File: config.mk
export PLATFORM = sky130hd
export DESIGN_NAME = accum_burst_seq_flat
export DESIGN_NICKNAME = d
export VERILOG_FILES = /design/src/rtl/accum_burst_seq_if.sv /design/src/rtl/accum_burst_seq.sv /design/src/flat_wrapper.sv
export SDC_FILE = /design/constraint.sdc
export NUM_CORES = 1
export LEC_CHECK = 0
export ABC_CLOCK_PERIOD_IN_PS = 4800
export CAP_MARGIN = 10
export CORE_ASPECT_RATIO = 0.5
export CORE_MARGIN = 4
export CORE_UTILIZATION = 55
export CTS_BUF_LIST = sky130_fd_sc_hd__clkbuf_8 sky130_fd_sc_hd__clkbuf_16
export DETAILED_ROUTE_END_ITERATION = 10
export GPL_TIMING_DRIVEN = 0
export HOLD_SLACK_MARGIN = 0.02
export PLACE_DENSITY = 0.81
export SLEW_MARGIN = 20
export SYNTH_ARGS = -nofsm -noshare
export SYNTH_HDL_FRONTEND = slang
export SYNTH_SLANG_ARGS = --single-unit
File: constraint.sdc
create_clock -name clk -period 4.8 [get_ports clk]
set_input_delay 0.72 -clock clk [delete_from_list [all_inputs] [get_ports clk]]
set_output_delay 0.72 -clock clk [all_outputs]
set_load 0.05 [all_outputs]
File: src/rtl/accum_burst_seq_if.sv
// Stream/control bundle of the accumulate-burst sequencer: start/len/bias/abort
// control, the input word stream, the result handshake and the busy flag.
interface accum_burst_seq_if #(
  parameter int DATA_W = 16,
  parameter int AUX_W  = 8,
  parameter int ACC_W  = 32,
  parameter int CNT_W  = 8
);
  logic              start;
  logic [CNT_W-1:0]  len;
  logic [ACC_W-1:0]  bias;
  logic              abort;
  logic              in_valid;
  logic              in_ready;
  logic [DATA_W-1:0] in_data;
  logic [AUX_W-1:0]  in_aux;
  logic              out_valid;
  logic              out_ready;
  logic [ACC_W-1:0]  out_acc;
  logic [CNT_W-1:0]  out_cnt;
  logic              out_ovf;
  logic              busy;

  // Sequencer side.
  modport slave (
    input  start, len, bias, abort, in_valid, in_data, in_aux, out_ready,
    output in_ready, out_valid, out_acc, out_cnt, out_ovf, busy
  );

  // Controller / producer / consumer side.
  modport master (
    output start, len, bias, abort, in_valid, in_data, in_aux, out_ready,
    input  in_ready, out_valid, out_acc, out_cnt, out_ovf, busy
  );
endinterface

File: src/rtl/accum_burst_seq.sv
// Burst sequencer for the shared accumulate datapath (Z <= Z + bus_out + w2).
// A start loads the bias, len words are accumulated over a valid/ready stream,
// then sum, word count and sticky carry are offered on a result handshake.
module accum_burst_seq #(
  parameter int DATA_W = 16,
  parameter int AUX_W  = 8,
  parameter int ACC_W  = 32,
  parameter int CNT_W  = 8
) (
  input  logic               clk,
  input  logic               rst,
  accum_burst_seq_if.slave   bus
);

  localparam int SUM_W = ACC_W + 1;

  typedef enum logic [1:0] {
    IDLE = 2'd0,
    RUN  = 2'd1,
    DONE = 2'd2
  } state_t;

  state_t           state_q;
  logic [ACC_W-1:0] acc_q;
  logic [CNT_W-1:0] cnt_q;
  logic [CNT_W-1:0] len_q;
  logic             ovf_q;
  logic             in_ready_q;
  logic             out_valid_q;
  logic [ACC_W-1:0] out_acc_q;
  logic [CNT_W-1:0] out_cnt_q;
  logic             out_ovf_q;
  logic             busy_q;

  logic [SUM_W-1:0] sum_d;
  logic             accept_d;
  logic [CNT_W-1:0] cnt_inc_d;
  logic             last_d;
  logic [ACC_W-1:0] acc_d;
  logic [CNT_W-1:0] cnt_d;
  logic             ovf_d;

  // Datapath next values for the word offered this cycle (used only in RUN).
  always_comb begin
    // NOTE: every output of this block is assigned on every path, so no latch can be inferred.
    sum_d     = {1'b0, acc_q} + SUM_W'(bus.in_data) + SUM_W'(bus.in_aux);
    accept_d  = in_ready_q & bus.in_valid;
    cnt_inc_d = cnt_q + CNT_W'(1);
    last_d    = accept_d && (cnt_inc_d == len_q);
    acc_d     = accept_d ? sum_d[ACC_W-1:0] : acc_q;
    cnt_d     = accept_d ? cnt_inc_d : cnt_q;
    ovf_d     = ovf_q | (accept_d & sum_d[ACC_W]);
  end

  // Sequencer FSM with registered handshake and result outputs.
  always_ff @(posedge clk) begin
    // NOTE: synchronous reset lives inside the clocked block, and all state uses <= so
    // every register samples pre-edge values regardless of statement order.
    if (rst) begin
      state_q     <= IDLE;
      acc_q       <= '0;
      cnt_q       <= '0;
      len_q       <= '0;
      ovf_q       <= 1'b0;
      in_ready_q  <= 1'b0;
      out_valid_q <= 1'b0;
      out_acc_q   <= '0;
      out_cnt_q   <= '0;
      out_ovf_q   <= 1'b0;
      busy_q      <= 1'b0;
    end else begin
      case (state_q)
        IDLE: begin
          if (bus.start) begin
            acc_q  <= bus.bias;
            cnt_q  <= '0;
            ovf_q  <= 1'b0;
            len_q  <= bus.len;
            busy_q <= 1'b1;
            if (bus.len != '0) begin
              state_q    <= RUN;
              in_ready_q <= 1'b1;
            end else begin
              // Empty burst: the bias itself is the result.
              state_q     <= DONE;
              out_valid_q <= 1'b1;
              out_acc_q   <= bus.bias;
              out_cnt_q   <= '0;
              out_ovf_q   <= 1'b0;
            end
          end
        end
        RUN: begin
          acc_q <= acc_d;
          cnt_q <= cnt_d;
          ovf_q <= ovf_d;
          // An abort coinciding with an accept still keeps that word.
          if (last_d || bus.abort) begin
            state_q     <= DONE;
            in_ready_q  <= 1'b0;
            out_valid_q <= 1'b1;
            out_acc_q   <= acc_d;
            out_cnt_q   <= cnt_d;
            out_ovf_q   <= ovf_d;
          end
        end
        DONE: begin
          if (bus.out_ready) begin
            state_q     <= IDLE;
            out_valid_q <= 1'b0;
            busy_q      <= 1'b0;
          end
        end
        default: begin
          state_q     <= IDLE;
          in_ready_q  <= 1'b0;
          out_valid_q <= 1'b0;
          busy_q      <= 1'b0;
        end
      endcase
    end
  end

  assign bus.in_ready  = in_ready_q;
  assign bus.out_valid = out_valid_q;
  assign bus.out_acc   = out_acc_q;
  assign bus.out_cnt   = out_cnt_q;
  assign bus.out_ovf   = out_ovf_q;
  assign bus.busy      = busy_q;

endmodule

File: src/flat_wrapper.sv
// flat-port wrapper written by rule: the top's interface ports become plain ports
module accum_burst_seq_flat 
#(
  parameter int DATA_W = 16,
  parameter int AUX_W  = 8,
  parameter int ACC_W  = 32,
  parameter int CNT_W  = 8
)
  (clk, rst, bus_start, bus_len, bus_bias, bus_abort, bus_in_valid, bus_in_data, bus_in_aux, bus_out_ready, bus_in_ready, bus_out_valid, bus_out_acc, bus_out_cnt, bus_out_ovf, bus_busy);
  accum_burst_seq_if #(.DATA_W(DATA_W), .AUX_W(AUX_W), .ACC_W(ACC_W), .CNT_W(CNT_W)) bus_i ();
  input  logic clk;
  input  logic rst;
  input wire logic [$bits(bus_i.start)-1:0] bus_start;
  input wire logic [$bits(bus_i.len)-1:0] bus_len;
  input wire logic [$bits(bus_i.bias)-1:0] bus_bias;
  input wire logic [$bits(bus_i.abort)-1:0] bus_abort;
  input wire logic [$bits(bus_i.in_valid)-1:0] bus_in_valid;
  input wire logic [$bits(bus_i.in_data)-1:0] bus_in_data;
  input wire logic [$bits(bus_i.in_aux)-1:0] bus_in_aux;
  input wire logic [$bits(bus_i.out_ready)-1:0] bus_out_ready;
  output wire logic [$bits(bus_i.in_ready)-1:0] bus_in_ready;
  output wire logic [$bits(bus_i.out_valid)-1:0] bus_out_valid;
  output wire logic [$bits(bus_i.out_acc)-1:0] bus_out_acc;
  output wire logic [$bits(bus_i.out_cnt)-1:0] bus_out_cnt;
  output wire logic [$bits(bus_i.out_ovf)-1:0] bus_out_ovf;
  output wire logic [$bits(bus_i.busy)-1:0] bus_busy;
  assign bus_i.start = bus_start;
  assign bus_i.len = bus_len;
  assign bus_i.bias = bus_bias;
  assign bus_i.abort = bus_abort;
  assign bus_i.in_valid = bus_in_valid;
  assign bus_i.in_data = bus_in_data;
  assign bus_i.in_aux = bus_in_aux;
  assign bus_i.out_ready = bus_out_ready;
  assign bus_in_ready = bus_i.in_ready;
  assign bus_out_valid = bus_i.out_valid;
  assign bus_out_acc = bus_i.out_acc;
  assign bus_out_cnt = bus_i.out_cnt;
  assign bus_out_ovf = bus_i.out_ovf;
  assign bus_busy = bus_i.busy;
  accum_burst_seq #(.DATA_W(DATA_W), .AUX_W(AUX_W), .ACC_W(ACC_W), .CNT_W(CNT_W)) u_core (.clk(clk), .rst(rst), .bus(bus_i));
endmodule
==> results of run 1 <==
registers in the layout, summed over array words and instances, names as in the netlist:
signal,cells
u_core.bus.out_ovf,1
u_core.state_q,2
u_core.ovf_q,1
u_core.bus.out_valid,1
u_core.cnt_q,8
u_core.bus.out_acc,32
u_core.len_q,8
u_core.acc_q,32
u_core.bus.out_cnt,8
u_core.bus.busy,1
u_core.bus.in_ready,1
cells by family (layout without fill, tap and decap cells):
logic type | after synthesis | in the layout | synth area share [%]
flip-flops | 95 | 95 | 32.2
adder cells (fa/ha/maj) | 34 | 34 | 8.35
buffers and inverters | 69 | 197 | 4.96
XOR/XNOR | 37 | 37 | 5.49
AND/OR/NAND/NOR | 258 | 258 | 20.4
multiplexers | 26 | 26 | 4.45
AO/OA/AOI/OAI | 216 | 216 | 24.1
metrics by stage:
| step | hold WS (ns) | utilization (%) | cell area [um2] | std cells | power [mW] |
|---|---|---|---|---|---|
| after detailed placement | 0.446 | 69.6 | 7200 | 987 | 1.58 |
| after CTS | 0.458 | 72.2 | 7470 | 1003 | 2.26 |
| after global routing | 0.483 | 72.2 | 7470 | 1003 | 2.37 |
| after floorplan | 0.453 | - | 5900 | 735 | 1.35 |
| final | 0.455 | 72.2 | 7470 | 1003 | 2.28 |
| after global placement | 0.439 | 69.6 | 7200 | 987 | 1.57 |
cells in the final DEF, fill, tap and decap left out, types with 5 or more instances in the layout:
cell type / n
nor2_1: 84
a31oi_1: 8
a211oi_1: 21
clkbuf_1: 41
nor2b_1: 6
a21oi_1: 68
clkbuf_16: 9
dfxtp_1: 95
nand2b_1: 15
o211ai_1: 9
o22ai_1: 7
mux2i_1: 24
xor2_1: 16
buf_1: 5
nor3_1: 10
inv_1: 12
o21ai_0: 40
nand3_1: 11
fa_1: 9
o21a_1: 9
xnor2_1: 21
nand2_1: 81
clkdlybuf4s50_1: 112
buf_2: 6
nand3b_1: 10
and3_1: 8
or3_1: 5
a21o_1: 7
ha_1: 25
buf_4: 5
nand4_1: 10
area by class of cell:
| cell class | instances | area (um2) | area share (%) |
|---|---|---|---|
| multi-input cells | 571 | 3710 | 49.6 |
| well taps | 140 | 175 | 2.34 |
| inverters | 11 | 41.3 | 0.553 |
| clock inverters | 7 | 48.8 | 0.653 |
| plain buffers | 58 | 251 | 3.37 |
| clock buffers | 9 | 225 | 3.01 |
| flip-flops and latches | 95 | 1900 | 25.5 |
| repair buffers | 112 | 1120 | 15.0 |
routing by layer:
| layer | wire length (um) | GRT usage (%) | share of wire [%] | vias to the layer above |
|---|---|---|---|---|
| li1 | - | - | - | 2867 |
| met1 | 8740 | 43.2 | 45 | 2796 |
| met2 | 8110 | 47.1 | 42 | 315 |
| met3 | 2320 | 9.31 | 12 | 25 |
| met4 | 299 | 6.61 | 1.5 | 0 |
| met5 | 0 | 0 | 0 | - |
critical path: cells and delay by family:
family / cells / cell delay (ns)
adder cells (fa/ha/maj): 3 / 1.11
XOR/XNOR: 1 / 0.11
AND/OR/NAND/NOR: 1 / 0.23
buffers and inverters: 2 / 0.50
AO/OA/AOI/OAI: 6 / 1.68
path summary, 6_finish.rpt:
kind | slack, ns | startpoint | depth (start not counted) | endpoint
setup / recovery | 0.71 | bus_in_aux[1] | 13 | u_core.bus.out_acc[17]$_SDFFE_PP0P_
setup reg to reg | 1.25 | u_core.acc_q[1]$_SDFFE_PP0P_ | 12 | u_core.bus.out_acc[17]$_SDFFE_PP0P_
hold / removal | 0.46 | u_core.bus.out_acc[22]$_SDFFE_PP0P_ | 2 | u_core.bus.out_acc[22]$_SDFFE_PP0P_
hold reg to reg | 0.46 | u_core.bus.out_acc[22]$_SDFFE_PP0P_ | 2 | u_core.bus.out_acc[22]$_SDFFE_PP0P_
where the power goes:
part | switching (mW) | total, mW | internal [mW]
sequential | 0.0397 | 0.878 | 0.838
clock | 0.337 | 0.689 | 0.352
combinational | 0.434 | 0.709 | 0.275
==> results.yml, run 1 <==
logic_synthesis:
  synth-main-ff-cell: "dfxtp_1"
  synthTopCellsByCount: "95 x dfxtp_1, 84 x nor2_1, 81 x nand2_1"
  yosysMostFrequentCell: "dfxtp_1"
  synth_cell_types: 69
  syn_inst: 735
  synthArstFlopShare_pct: 0
  yosysWarnings: 0
  synth_edf_count: 0
  ys_seq_area_share_pct: 32.2
  syn_avg_cell_area_um2: 8.03
  yosysTopAreaCellShare_pct: 32.2
  yosysTopAreaCell: "dfxtp_1"
  synth.area.top_cells: "dfxtp_1 32%, a21oi_1 5.8%, nor2_1 5.3%"
  synth_nets: 839
  ys_ff_latch: 95
  syn_area_um2: 5900
worst_setup_path:
  crit_slowest_cell: "fa_1"
  startpoint_type: "primary input"
  cp.arrival_ns: 4.36
  worst_setup_path_end_kind: "flip-flop"
  max_stage_delay_ns: 0.55
  cp_cell_sequence: "clkdlybuf4s50_1, fa_1, ha_1, inv_1, fa_1, nor2b_1, o31a_1, o21ba_2, o2111ai_2, a21oi_1, xnor2_1, a2111o_1, o21ai_0"
  criticalPathCategory: "primary input to flip-flop"
  required_ns: 5.07
  cpMostUsedCell: "fa_1"
  crit_fanout: 8
place:
  gp_congestion: 1.00
  preCtsSetupSlack_ns: 0.443
  portBuffers: 112
  dp_hpwl_um: 14500
sta:
  tns_ns: 0
  tightest_slew_ns: 0.954
  drv_slew: 0
  period_needed_ns: 4.09
  finalHoldViolCount: 0
  fin_worst_skew_ns: 0.00433
  setup_viol: 0
  rsz0062_at_grt: "no"
  max_slew_margin_pct: 36.4
  fmax_mhz: 245
  min_period_over_period_pct: 85.2
  setup_slack_ns: 0.710
routing:
  drc_errors: 0
  wl_per_cell_um: 19.4
  vias: 6003
  wl_um: 19500
  first_pass_iters: 5
  viasPerCell: 5.99
  drtIter0Drc: 641
  ant_nets: 0
clock_tree:
  ctsRootBufferMaster: "clkbuf_16"
  cts_tree: "built"
  cts_buffers: 9
  cts_setup_buffers: 0
  htree_levels: 3
  clock_path_buffers: 2
  post_cts_resize_count: 0
  clk_latency_ns: 0.35
  clkTransAtPathRegs_ns: 0.07
  cts_num_sinks: 95
  postCtsHoldBufs: 0
cells_and_area:
  area_growth_pct: 26.6
  diodes: 0
  nFillCells: 867
  nets: 962
  drive_gt1_share_pct: 4.87
grt:
  grt_pass1_wl_um: 30100
  grt_pass1_vias: 5716
  grt-ovfl-total: 0
  grt_usage_pct: 30.8
  antenna_found_initial: 0
  grt_max_degree: 17
floorplan:
  rows: 26
  start_util_pct: 57.0
  die_x_um: 154
  ios: 114
  die_h_um: 81.2
  coreArea_um2: 10300
  die_area_um2: 12600
status:
  status: "complete, no violations"
power_and_ir_drop:
  p_leak_nw: 2.77
  p_per_area_nw_per_um2: 305
  vdd_drop_max_v: 0.000177
job:
  maxCapViolations: 0
worst_hold_path:
  hp-class: "flip-flop to flip-flop"
Power figures use the tool's default switching activity.
==> run 2: changes to the inputs <==
Settings changed: CTS_BUF_LIST sky130_fd_sc_hd__clkbuf_8 sky130_fd_sc_hd__clkbuf_16 to sky130_fd_sc_hd__clkbuf_16.
==> results of run 2 <==
Final layout, timing and power as in run 1 (identical DEF).
==> run 3: changes to the inputs <==
Settings changed: CELL_PAD_IN_SITES_DETAIL_PLACEMENT set to 0, CELL_PAD_IN_SITES_GLOBAL_PLACEMENT set to 1, CORE_UTILIZATION 55 to 42, PLACE_DENSITY 0.81 to 0.84, REMOVE_ABC_BUFFERS set to 1.
==> results.yml, run 3 (synthesis results as in run 1) <==
clock_tree:
  htree_levels: 3
  cts_num_sinks: 95
  cts_tree: "built"
  postCtsHoldBufs: 0
  clk_latency_ns: 0.34
  cts_buffers: 9
  ctsRootBufferMaster: "clkbuf_16"
  cts_setup_buffers: 0
  clock_path_buffers: 2
  post_cts_resize_count: 0
  clkTransAtPathRegs_ns: 0.07
cells_and_area:
  nets: 911
  stdcell_area_um2: 7500
  nFillCells: 1315
  drive_gt1_share_pct: 5.05
  final_util_pct: 54.9
  area_growth_pct: 27.1
  layout_commonest_cell: "clkdlybuf4s50_1"
  diodes: 0
  most-common-layout-cells: "112 x clkdlybuf4s50_1, 95 x dfxtp_1, 83 x nor2_1"
  fin_cells: 1004
worst_setup_path:
  cp_cell_sequence: "clkdlybuf4s50_1, fa_1, ha_1, inv_1, fa_1, nor2b_1, o31a_1, o21ba_2, o2111ai_2, a21oi_1, xnor2_1, a2111o_1, o21ai_0"
  reg2reg_depth: 12
  cpMostUsedCell: "fa_1"
  crit_fanout: 8
  worst_setup_path_end_kind: "flip-flop"
  criticalPathCategory: "primary input to flip-flop"
  startpoint_type: "primary input"
  cp.arrival_ns: 4.24
  max_stage_delay_ns: 0.55
  required_ns: 5.07
  crit_slowest_cell: "fa_1"
worst_hold_path:
  hp-class: "flip-flop to flip-flop"
  min_path_cells: 2
sta:
  period_needed_ns: 3.97
  rsz0062_at_grt: "no"
  setup_slack_ns: 0.825
  tightest_slew_ns: 0.895
  max_slew_margin_pct: 40.1
  finalHoldViolCount: 0
  setup_viol: 0
  fmax_mhz: 252
  drv_slew: 0
  min_period_over_period_pct: 82.8
  fin_worst_skew_ns: 0.00872
  hold-worst-slack_ns: 0.450
grt:
  antenna_found_initial: 0
  grt-ovfl-total: 0
  grt_pass1_wl_um: 26900
  grt_max_degree: 53
  grt_usage_pct: 20.1
  grt_pass1_vias: 5269
routing:
  viasPerCell: 5.55
  vias: 5570
  wl_um: 16200
  drtIter0Drc: 317
  wl_per_cell_um: 16.1
  ant_nets: 0
  drc_errors: 0
  first_pass_iters: 4
floorplan:
  rows: 30
  die_area_um2: 16100
  coreArea_um2: 13700
  start_util_pct: 43.2
  die_h_um: 91.8
  ios: 114
  die_x_um: 176
place:
  dpl_cell_area_um2: 7180
  portBuffers: 113
  numPlacedInstances: 988
  dp_hpwl_um: 11500
  gp_congestion: 0.844
  preCtsSetupSlack_ns: 0.507
power_and_ir_drop:
  p_per_area_nw_per_um2: 311
  vdd_drop_max_v: 0.000193
  p_leak_nw: 2.75
status:
  status: "complete, no violations"
job:
  maxCapViolations: 0
-- run 3: cell count changes in the layout (fill, tap and decap cells not counted), sizes merged --
| cell | delta |
|---|---|
| clkinv | +2 |
| inv | -2 |
| clkbuf | -41 |
| clkinvlp | -2 |
| bufinv | +2 |
| buf | -10 |
-- run 3: per-layer routing --
| metal | track usage, % | routed length, um |
|---|---|---|
| met5 | 0 | 0 |
| met3 | 3.50 | 716 |
| met1 | 30.3 | 8520 |
| met2 | 29.8 | 6800 |
| met4 | 4.41 | 153 |
-- run 3: area by class of cell --
class                   instances  area [um2]  share of cell area (%)
multi-input cells             571        3730                    49.7
flip-flops and latches         95        1900                    25.4
repair buffers                119        1270                    16.9
well taps                     192         240                    3.20
clock buffers                   9         225                    3.00
clock inverters                 7        97.6                    1.30
inverters                      11        41.3                   0.551
-- run 3: path summary, 6_finish.rpt --
path | start | end | slack [ns]
max | bus_in_aux[1] | u_core.bus.out_acc[17]$_SDFFE_PP0P_ | 0.83
min | u_core.bus.out_acc[22]$_SDFFE_PP0P_ | u_core.bus.out_acc[22]$_SDFFE_PP0P_ | 0.45
max reg2reg | u_core.acc_q[1]$_SDFFE_PP0P_ | u_core.bus.out_acc[17]$_SDFFE_PP0P_ | 1.37
min reg2reg | u_core.bus.out_acc[22]$_SDFFE_PP0P_ | u_core.bus.out_acc[22]$_SDFFE_PP0P_ | 0.45
-- run 3: critical path: cells and delay by family --
family                     cells  cell delay (ns)
adders and majority gates      3             1.14
and+or+nand+nor                1             0.22
AOI/OAI and AO/OA              6             1.56
xor gates and xnor gates       1             0.10
buffers and inverters          2             0.50
-- run 3: per-stage QoR --
| stage | TNS [ns] | total power, mW |
|---|---|---|
| after floorplan | 0 | 1.32 |
| after global placement | -1.37 | 1.54 |
| after detailed placement | 0 | 1.56 |
| after CTS | 0 | 2.35 |
| after global routing | 0 | 2.46 |
| final | 0 | 2.33 |
-- run 3: power breakdown --
part | total [mW] | internal, mW | switching (mW) | leakage, nW
Clock | 0.783 | 0.458 | 0.325 | 0.153
Combinational | 0.662 | 0.281 | 0.381 | 1.82
Sequential | 0.888 | 0.838 | 0.0495 | 0.776
